$ cat config.mk
export PLATFORM = sky130hd
export DESIGN_NAME = hazard_ctrl_mc_flat
export DESIGN_NICKNAME = d
export VERILOG_FILES = /design/src/rtl/hazard_ctrl_mc_if.sv /design/src/rtl/hazard_ctrl_mc.sv /design/src/flat_wrapper.sv
export SDC_FILE = /design/constraint.sdc
export NUM_CORES = 1
export LEC_CHECK = 0
export ABC_AREA = 1
export BUFFER_PORTS_ARGS = -buffer_cell sky130_fd_sc_hd__buf_2
export CAP_MARGIN = 20
export CORE_ASPECT_RATIO = 0.6
export CORE_MARGIN = 2
export CORE_UTILIZATION = 48
export DETAILED_ROUTE_END_ITERATION = 10
export HOLD_SLACK_MARGIN = 0.06
export PLACE_DENSITY = 0.8
export RECOVER_POWER = 25
export SLEW_MARGIN = 20
export SYNTH_ARGS = -nofsm -noshare
export SYNTH_HDL_FRONTEND = slang
export SYNTH_SLANG_ARGS = --single-unit
$ cat constraint.sdc
create_clock -name clk -period 1.6 [get_ports clk]
set_input_delay 0.08 -clock clk [delete_from_list [all_inputs] [get_ports clk]]
set_output_delay 0.08 -clock clk [all_outputs]
set_load 0.1 [all_outputs]
$ cat src/rtl/hazard_ctrl_mc_if.sv
// Pipeline-to-hazard-controller signal bundle: register IDs and control bits in,
// stall, flush and forward selects out.
interface hazard_ctrl_mc_if #(
  parameter int unsigned CNT_W = 16
);
  logic [4:0]       Rs1D, Rs2D, Rs1E, Rs2E, RdE, RdM, RdW;
  logic             ResultSrcE0, RegWriteM, RegWriteW, PCSrcE, FpMultiE;
  logic             StallF, StallD, StallE, FlushD, FlushE, FlushM;
  logic [1:0]       ForwardAE, ForwardBE;
  logic             FpBusy, FpDoneE;
  logic [CNT_W-1:0] StallCnt;

  modport master (
    output Rs1D, Rs2D, Rs1E, Rs2E, RdE, RdM, RdW,
    output ResultSrcE0, RegWriteM, RegWriteW, PCSrcE, FpMultiE,
    input  StallF, StallD, StallE, FlushD, FlushE, FlushM,
    input  ForwardAE, ForwardBE, FpBusy, FpDoneE, StallCnt
  );

  modport slave (
    input  Rs1D, Rs2D, Rs1E, Rs2E, RdE, RdM, RdW,
    input  ResultSrcE0, RegWriteM, RegWriteW, PCSrcE, FpMultiE,
    output StallF, StallD, StallE, FlushD, FlushE, FlushM,
    output ForwardAE, ForwardBE, FpBusy, FpDoneE, StallCnt
  );
endinterface

$ cat src/rtl/hazard_ctrl_mc.sv
// Hazard controller for the 5-stage RV32 core: load-use stall, branch flush, EX forwarding
// and an occupancy tracker that holds upstream stages while a multi-cycle FP op sits in EX.
module hazard_ctrl_mc #(
  parameter int unsigned FP_LAT = 4,
  parameter int unsigned CNT_W  = 16
) (
  input logic            clk,
  input logic            reset,
  hazard_ctrl_mc_if.slave hz
);
  localparam int unsigned CntW = (FP_LAT > 1) ? $clog2(FP_LAT) : 1;

  typedef enum logic [0:0] {StIdle, StBusy} state_e;

  state_e           state_q, state_d;
  logic [CntW-1:0]  cnt_q, cnt_d;
  logic [CNT_W-1:0] stall_cnt_q, stall_cnt_d;
  logic             fp_stall, fp_done, lw_stall, stall_any;

  function automatic logic [1:0] fwd_sel(input logic [4:0] rs, input logic [4:0] rd_m,
                                         input logic wr_m, input logic [4:0] rd_w,
                                         input logic wr_w);
    logic [1:0] sel;
    sel = 2'b00;
    if (wr_m && (rd_m != 5'd0) && (rd_m == rs)) begin
      sel = 2'b10;
    end else if (wr_w && (rd_w != 5'd0) && (rd_w == rs)) begin
      sel = 2'b01;
    end
    return sel;
  endfunction

  // cnt holds the remaining stall cycles after the current one.
  always_comb begin
    state_d  = state_q;
    cnt_d    = cnt_q;
    fp_stall = 1'b0;
    fp_done  = 1'b0;
    unique case (state_q)
      StIdle: begin
        if (hz.FpMultiE) begin
          if (FP_LAT == 1) begin
            fp_done = 1'b1;
          end else begin
            fp_stall = 1'b1;
            state_d  = StBusy;
            cnt_d    = CntW'(FP_LAT - 2);
          end
        end
      end
      StBusy: begin
        if (cnt_q != '0) begin
          fp_stall = 1'b1;
          cnt_d    = cnt_q - 1'b1;
        end else begin
          fp_done = 1'b1;
          state_d = StIdle;
        end
      end
      default: state_d = StIdle;
    endcase
  end

  always_comb begin
    lw_stall = hz.ResultSrcE0 && (hz.RdE != 5'd0) &&
               ((hz.RdE == hz.Rs1D) || (hz.RdE == hz.Rs2D)) && !fp_stall;
    stall_any = !reset && (lw_stall || fp_stall);

    hz.StallF    = stall_any;
    hz.StallD    = stall_any;
    hz.StallE    = !reset && fp_stall;
    hz.FlushM    = !reset && fp_stall;
    hz.FlushE    = !reset && (lw_stall || hz.PCSrcE) && !fp_stall;
    hz.FlushD    = !reset && hz.PCSrcE && !fp_stall;
    hz.ForwardAE = reset ? 2'b00 : fwd_sel(hz.Rs1E, hz.RdM, hz.RegWriteM, hz.RdW, hz.RegWriteW);
    hz.ForwardBE = reset ? 2'b00 : fwd_sel(hz.Rs2E, hz.RdM, hz.RegWriteM, hz.RdW, hz.RegWriteW);
    hz.FpDoneE   = !reset && fp_done;
    hz.FpBusy    = !reset && (state_q == StBusy);
    hz.StallCnt  = stall_cnt_q;

    stall_cnt_d = stall_cnt_q;
    if (stall_any && (stall_cnt_q != '1)) begin
      stall_cnt_d = stall_cnt_q + 1'b1;
    end
  end

  always_ff @(posedge clk) begin
    if (reset) begin
      state_q     <= StIdle;
      cnt_q       <= '0;
      stall_cnt_q <= '0;
    end else begin
      state_q     <= state_d;
      cnt_q       <= cnt_d;
      stall_cnt_q <= stall_cnt_d;
    end
  end

  // A taken branch cannot coexist with a held EX stage; FpMultiE must be known when idle.
  always_ff @(posedge clk) begin
    if (!reset) begin
      a_no_branch_in_fp: assert (!(hz.PCSrcE && fp_stall));
      if (state_q == StIdle) begin
        a_fpmulti_known: assert (!$isunknown(hz.FpMultiE));
      end
    end
  end
endmodule

$ cat src/flat_wrapper.sv
// flat-port wrapper written by rule: the top's interface ports become plain ports
module hazard_ctrl_mc_flat 
#(
  parameter int unsigned FP_LAT = 4,
  parameter int unsigned CNT_W  = 16
)
  (clk, reset, hz_Rs1D, hz_Rs2D, hz_Rs1E, hz_Rs2E, hz_RdE, hz_RdM, hz_RdW, hz_ResultSrcE0, hz_RegWriteM, hz_RegWriteW, hz_PCSrcE, hz_FpMultiE, hz_StallF, hz_StallD, hz_StallE, hz_FlushD, hz_FlushE, hz_FlushM, hz_ForwardAE, hz_ForwardBE, hz_FpBusy, hz_FpDoneE, hz_StallCnt);
  hazard_ctrl_mc_if #(.CNT_W(CNT_W)) hz_i ();
  input logic clk;
  input logic reset;
  input wire logic [$bits(hz_i.Rs1D)-1:0] hz_Rs1D;
  input wire logic [$bits(hz_i.Rs2D)-1:0] hz_Rs2D;
  input wire logic [$bits(hz_i.Rs1E)-1:0] hz_Rs1E;
  input wire logic [$bits(hz_i.Rs2E)-1:0] hz_Rs2E;
  input wire logic [$bits(hz_i.RdE)-1:0] hz_RdE;
  input wire logic [$bits(hz_i.RdM)-1:0] hz_RdM;
  input wire logic [$bits(hz_i.RdW)-1:0] hz_RdW;
  input wire logic [$bits(hz_i.ResultSrcE0)-1:0] hz_ResultSrcE0;
  input wire logic [$bits(hz_i.RegWriteM)-1:0] hz_RegWriteM;
  input wire logic [$bits(hz_i.RegWriteW)-1:0] hz_RegWriteW;
  input wire logic [$bits(hz_i.PCSrcE)-1:0] hz_PCSrcE;
  input wire logic [$bits(hz_i.FpMultiE)-1:0] hz_FpMultiE;
  output wire logic [$bits(hz_i.StallF)-1:0] hz_StallF;
  output wire logic [$bits(hz_i.StallD)-1:0] hz_StallD;
  output wire logic [$bits(hz_i.StallE)-1:0] hz_StallE;
  output wire logic [$bits(hz_i.FlushD)-1:0] hz_FlushD;
  output wire logic [$bits(hz_i.FlushE)-1:0] hz_FlushE;
  output wire logic [$bits(hz_i.FlushM)-1:0] hz_FlushM;
  output wire logic [$bits(hz_i.ForwardAE)-1:0] hz_ForwardAE;
  output wire logic [$bits(hz_i.ForwardBE)-1:0] hz_ForwardBE;
  output wire logic [$bits(hz_i.FpBusy)-1:0] hz_FpBusy;
  output wire logic [$bits(hz_i.FpDoneE)-1:0] hz_FpDoneE;
  output wire logic [$bits(hz_i.StallCnt)-1:0] hz_StallCnt;
  assign hz_i.Rs1D = hz_Rs1D;
  assign hz_i.Rs2D = hz_Rs2D;
  assign hz_i.Rs1E = hz_Rs1E;
  assign hz_i.Rs2E = hz_Rs2E;
  assign hz_i.RdE = hz_RdE;
  assign hz_i.RdM = hz_RdM;
  assign hz_i.RdW = hz_RdW;
  assign hz_i.ResultSrcE0 = hz_ResultSrcE0;
  assign hz_i.RegWriteM = hz_RegWriteM;
  assign hz_i.RegWriteW = hz_RegWriteW;
  assign hz_i.PCSrcE = hz_PCSrcE;
  assign hz_i.FpMultiE = hz_FpMultiE;
  assign hz_StallF = hz_i.StallF;
  assign hz_StallD = hz_i.StallD;
  assign hz_StallE = hz_i.StallE;
  assign hz_FlushD = hz_i.FlushD;
  assign hz_FlushE = hz_i.FlushE;
  assign hz_FlushM = hz_i.FlushM;
  assign hz_ForwardAE = hz_i.ForwardAE;
  assign hz_ForwardBE = hz_i.ForwardBE;
  assign hz_FpBusy = hz_i.FpBusy;
  assign hz_FpDoneE = hz_i.FpDoneE;
  assign hz_StallCnt = hz_i.StallCnt;
  hazard_ctrl_mc #(.FP_LAT(FP_LAT), .CNT_W(CNT_W)) u_core (.clk(clk), .reset(reset), .hz(hz_i));
endmodule
## Yosys cells after proc, flatten, opt, wreduce, memory -nomap -nowiden

Cells that the tools add are included.

| cells by class | value |
|---|---|
| add/sub/neg operators | 2 |
| eq/ne operators | 9 |
| mux-type cells | 14 |
| bitwise logic cells | 1 |
| reduce and logical (&&, ||, !) cells | 28 |

Operators by type and width:

| operator | count |
|---|---|
| equality test 5 bit | 6 |
| logical AND 1 bit | 18 |
| adder 16 x 1 -> 16 bit (second input constant) | 1 |
| inequality test 16 bit (second input constant) | 1 |
| nonzero test 5 bit | 3 |
| 2-to-1 mux 2 bit | 6 |
| 2-to-1 mux 1 bit | 6 |
| inequality test 2 bit (second input constant) | 2 |
| one-hot mux 2 bit (2 select lines) | 1 |
| logical OR 1 bit | 3 |
| logical NOT 1 bit | 2 |
| one-hot mux 1 bit (2 select lines) | 1 |
| AND reduction 2 bit | 1 |
| nonzero test 2 bit | 1 |
| subtractor 2 x 1 -> 2 bit (second input constant) | 1 |
| inverter 1 bit | 1 |

| storage, ports and cells | value |
|---|---|
| flip-flop bits (word level) | 19 |
| bits of input ports | 42 |

## Logic depth before layout (Yosys ltp)

| logic depth | value |
|---|---|
| word-level depth | 8 |
| depth in mapped cells | 12 |
| mapped depth without buffers | 12 |

## Worst setup path before layout

OpenSTA, ideal clock, no wires.

| timing path | value |
|---|---|
| kind | reg-to-output |
| from | register u_core.cnt_q[0] |
| to | output port hz_StallF |
| arrival time | 3071 ps |
| setup slack | -1551 ps |
| stages on the path, launching flop included | 10 |
| buffers on the path | 2 |
| path through | dfxtp_1 -> inv_1 -> ha_1 -> nand2_1 -> o21ai_2 -> nor2_1 -> inv_1 -> nand2_4 -> buf_6 -> buf_4 |

| on the way | value |
|---|---|
| word-level cells in the longest chain between the ends | 7 |

RTL lines:

| what | line | RTL |
|---|---|---|
| start, declared | hazard_ctrl_mc.sv:16 | `logic [CntW-1:0] cnt_q, cnt_d;` |
| start signal, assigned | hazard_ctrl_mc.sv:94 | `cnt_q <= cnt_d;` |
| nonzero test 2 bit * | hazard_ctrl_mc.sv:52 | `if (cnt_q != '0) begin` |
| 2-to-1 mux 1 bit * | hazard_ctrl_mc.sv:52 |  |
| one-hot mux 1 bit (2 select lines) * | hazard_ctrl_mc.sv:39 | `unique case (state_q)` |
| logical NOT 1 bit | hazard_ctrl_mc.sv:66 | `((hz.RdE == hz.Rs1D) \|\| (hz.RdE == hz.Rs2D)) && !fp_stall;` |
| logical AND 1 bit | hazard_ctrl_mc.sv:66 |  |
| logical OR 1 bit * | hazard_ctrl_mc.sv:67 | `stall_any = !reset && (lw_stall \|\| fp_stall);` |
| logical AND 1 bit * | hazard_ctrl_mc.sv:67 |  |
| end, declared | flat_wrapper.sv:23 | `output wire logic [$bits(hz_i.StallF)-1:0] hz_StallF;` |

Mark *: on every way between the ends. The rest lies on a longest branch, timed or not.

## Worst setup path after layout

| timing path | value |
|---|---|
| from | register u_core.cnt_q[0] |
| to | output port hz_FlushE |

| on the way | value |
|---|---|
| word-level cells in the longest chain between the ends | 8 |

RTL lines:

| what | line | RTL |
|---|---|---|
| nonzero test 2 bit * | hazard_ctrl_mc.sv:52 |  |
| 2-to-1 mux 1 bit * | hazard_ctrl_mc.sv:52 |  |
| one-hot mux 1 bit (2 select lines) * | hazard_ctrl_mc.sv:39 |  |
| logical NOT 1 bit * | hazard_ctrl_mc.sv:66, hazard_ctrl_mc.sv:73 |  |
| logical AND 1 bit | hazard_ctrl_mc.sv:66 |  |
| logical OR 1 bit | hazard_ctrl_mc.sv:73 | `hz.FlushE = !reset && (lw_stall \|\| hz.PCSrcE) && !fp_stall;` |
| logical AND 1 bit | hazard_ctrl_mc.sv:73 |  |
| logical AND 1 bit * | hazard_ctrl_mc.sv:73 |  |
| end, declared | flat_wrapper.sv:27 | `output wire logic [$bits(hz_i.FlushE)-1:0] hz_FlushE;` |

Marked as above.

==> flow_results.org <==
** Final layout
- Cells with a size suffix above 1 make up between 40% and 50% of the layout.
- Number of inserted filler cells in the final layout :: between 200 and 250
- Final core area utilization :: around 78%
- In the layout the commonest cells are nand2_1 (68), buf_2 (50), nor2_1 (36).
- Area of combinational cells with multiple inputs :: approximately 1200 um^2
- The library cell used most frequently in the layout, excluding fill and tap cells, is nand2_1.
- Sequential cell area :: 428 um^2
- Compared with the post-synthesis result, the final layout area differs by 53.8%.
- NumNets Final :: a little under 400
- Final standard cell area without fillers :: between 2000 and 3000 um^2
- The repair_antennas step left the layout with diodes totalling 0.

** Worst hold path
- Class of the tightest hold or removal check :: in -> reg
- Worst Min Path Start :: reset

** Synthesis
- Mapped cell area :: between 1500 and 2000 um^2
- Total of warnings raised by yosys :: 0
- Average cell area after synthesis :: slightly above 6 um^2
- For this run, asynchronously set or reset flops after synthesis account for 0%.
- Number of instances in the synthesized netlist :: 270
- Dominant cell type by area after synthesis :: dfxtp_1
- Top FF cell, synth :: dfxtp_1
- Cells taking the most area after synthesis :: dfxtp_1 (23%), nand2_1 (16%), nor2_1 (10%), inv_1 (8.2%), nand3_1 (5.8%)
- Post-synth net total :: around 310
- Fraction of synthesized cell area taken by the top area cell type :: between 20 and 25%
- Synthesis instantiated 36 different standard cells from the library.
- Of the synthesized area, sequential elements account for between 20% and 30%.
- The synthesized design contains 0 enable-type register cells.
- Flip-flop and latch count after synthesis :: 19

** Timing
- Slew Viols, Final :: 0
- Highest Clock Rate :: 0.651 GHz
- Between clock sinks in the finished design, the worst skew comes to about 1.9 ps.
- Hold Slack :: 194 ps
- Setup repair after global routing left no endpoint under its margin.
- Headroom to the max-slew limit came out at between 60% and 70%.
- For the pin with the worst max-slew slack, the measured transition is between 500 and 600 ps.
- Post-layout min period :: roughly 1500 ps
- After layout, the worst path uses a little over nine tenths of the clock period.
- Worst Slack Setup Final :: 64.7 ps
- Count of final hold-check violations :: 0
- Setup violations remaining at the end of the flow were counted as 0.

** Clock network
- CTS built an H-tree with a depth of 1.
- Clock tree synthesis found a total of 19 sinks.
- Largest buffer count on any clock path :: 2
- The number of clock buffers added by TritonCTS is 3.
- The clock reaches the later pin of the worst-skew pair after around 260 ps.
- Clock slew at reported path FFs :: about 80 ps
- TritonCTS built the clock tree.
- The root buffer cell chosen for the clock tree is clkbuf_8.

** Placement
- In this run the cell area measured after placement is about 2400 um^2.
- OpenSTA, run right after detailed placement, puts the worst setup slack at 81.6 ps.
- Detailed placement ended at an HPWL of roughly 3.5 mm.
- Routability-driven placement finished with a final weighted congestion of a little over 0.8.
- Input and output buffers added on the ports amount to a little under 70.

** Critical path
- Logic depth of the worst register-to-register path :: 11
- STA classifies the critical path startpoint as a flip-flop.
- In this run the critical register-to-register path is launched from u_core.cnt_q[0].
- The endpoint identified for the worst register-to-register timing path is u_core.hz.StallCnt[0].
- Crit path to :: hz_FlushE
- Critical Path AT :: roughly 1500 ps
- The critical path is of the reg -> out type.
- Critical path data required time :: roughly 1500 ps
- Setup slack, reg-to-reg :: ~100 ps
- The most critical setup path has its startpoint at u_core.cnt_q[0].
- CP Capture Type :: output pin
- Along the worst path, the maximum fanout reaches 5.

** Route
- Antenna viol nets, final :: 0
- After detailed routing, the number of remaining DRC violations is 0.
- For this block, the routed nets add up to between 4 and 5 mm of wire.
- For this run, the detailed router's first-pass iteration total came to 4.
- Summing over every cut layer, the via total after detailed routing is roughly 1,900.
- In the final routed layout, each cell accounts on average for between 10 and 15 um.
- Dividing the detail-routed via count by the number of cells gives just under 5.
- For this block, the initial DRC count from the detailed router was 73.

** Power and ir drop
- Worst-case vdd ir drop :: roughly 0.43 mV
- Power density over the cells :: approximately 630 nW/um^2
- Total power :: 0.00160 W
- Leakage power of the design :: ~1.3 nW

** Global route
- Maximum number of pins on one net before global-route repair :: 16
- Global-route wire length before repair :: 7.75 mm
- The via count of the first global-routing pass is 1,764.
- The initial antenna violation count was 0.
- Grt ovf :: 0
- Across every metal layer, demand over resource in global routing totals 24.7%.

** Floorplan
- The region available for standard cell placement spans between 3000 and 4000 um^2.
- The die covers just under 4000 um^2.
- Initial cell density of the core :: about 50%
- After floorplanning, the core was divided into 16 placement rows.
- Io pins :: 70
- The die is around 49 um tall.
- Floorplan die width :: ~80 um

** Flow run
- Max-capacitance violation count :: 0

** Outcome
- The flow ran to the end, and the final reports show no timing, DRC or antenna violations.
worst max-delay path, cell delays in order, from the launching register on:
cell and delay, ps:
dfxtp_1 310, inv_2 80, ha_4 140, nand2_2 70, o21ai_4 140, nand2_4 120
a21oi_4 150, buf_12 190
metrics by stage:
stage | std cells | setup TNS, ps
after floorplan | 270 | -3130
after global placement | 384 | 0
after detailed placement | 384 | 0
after CTS | 391 | 0
after global routing | 394 | 0
final | 394 | 0
synthesized netlist by cell type (2+ instances only):
library cell	number
nor2_1	45
nor2_2	2
nand2_4	2
nand3_4	2
nand3_1	19
nor4_1	2
ha_1	2
buf_4	3
nand4_1	2
a21oi_1	14
inv_1	36
or2_2	4
inv_2	2
xnor2_1	9
xor2_1	7
clkinv_1	2
nand2_2	2
dfxtp_1	19
nand2_1	71
buf_2	2
nor3_1	4
o21ai_0	5
final cells by class:
| type | count | share of cell area, % |
|---|---|---|
| clock inverter | 1 | 0.297 |
| clock buffer | 3 | 1.63 |
| sequential | 19 | 16.9 |
| inverter | 41 | 6.28 |
| multi-input combinational | 204 | 49.4 |
| tap | 45 | 2.22 |
| timing repair buffer | 81 | 23.3 |
what timing repair did:
item | in CTS | in global routing
hold buffers | 0 | 0
endpoints found under the setup margin | 4 | 11
setup buffers | 3 | 3
pin swaps | 1 | 5
resized for setup | 3 | 12
metal layers:
| layer | vias to the layer above | part of all wire (%) | GRT usage (%) | wire (um) |
|---|---|---|---|---|
| li1 | 999 | - | - | - |
| met1 | 851 | 50 | 36.5 | 2340 |
| met2 | 60 | 43 | 38.4 | 2000 |
| met3 | 4 | 6.0 | 4.81 | 280 |
| met4 | 0 | 0.41 | 2.30 | 19 |
| met5 | - | 0 | 0 | 0 |
power breakdown:
| part | total, W | internal [W] | switching (W) | leakage (nW) |
|---|---|---|---|---|
| Clock | 0.000354 | 0.000176 | 0.000179 | 0.0217 |
| Combinational | 0.000730 | 0.000248 | 0.000483 | 1.07 |
| Sequential | 0.000512 | 0.000486 | 0.0000261 | 0.165 |
sequential cells by signal (all words and copies together) (netlist names):
signal	flops
u_core.hz.StallCnt	16
u_core.cnt_q	2
u_core.state_q	1
worst min-delay path by stage:
| stage | to | slack (ps) | depth (start not counted) |
|---|---|---|---|
| 3_3_place_gp | u_core.state_q | 370 | 3 |
| 6_report | u_core.state_q | 190 | 2 |
| 3_5_place_dp | u_core.state_q | 390 | 3 |
| 5_1_grt | u_core.state_q | 200 | 2 |
| 2_1_floorplan | u_core.state_q | 240 | 2 |
| 4_1_cts | u_core.state_q | 140 | 3 |
logic make-up after synthesis:
logic type / Yosys count / share of synthesized area [%]
buffers and inverters: 47 / 12.1
xor gates and xnor gates: 16 / 8.52
and+or+nand+nor: 160 / 45.6
DFF: 19 / 23.1
AOI/OAI and AO/OA: 26 / 9.13
adders and majority gates: 2 / 1.52
No activity file was read; power rests on OpenSTA's default activity.
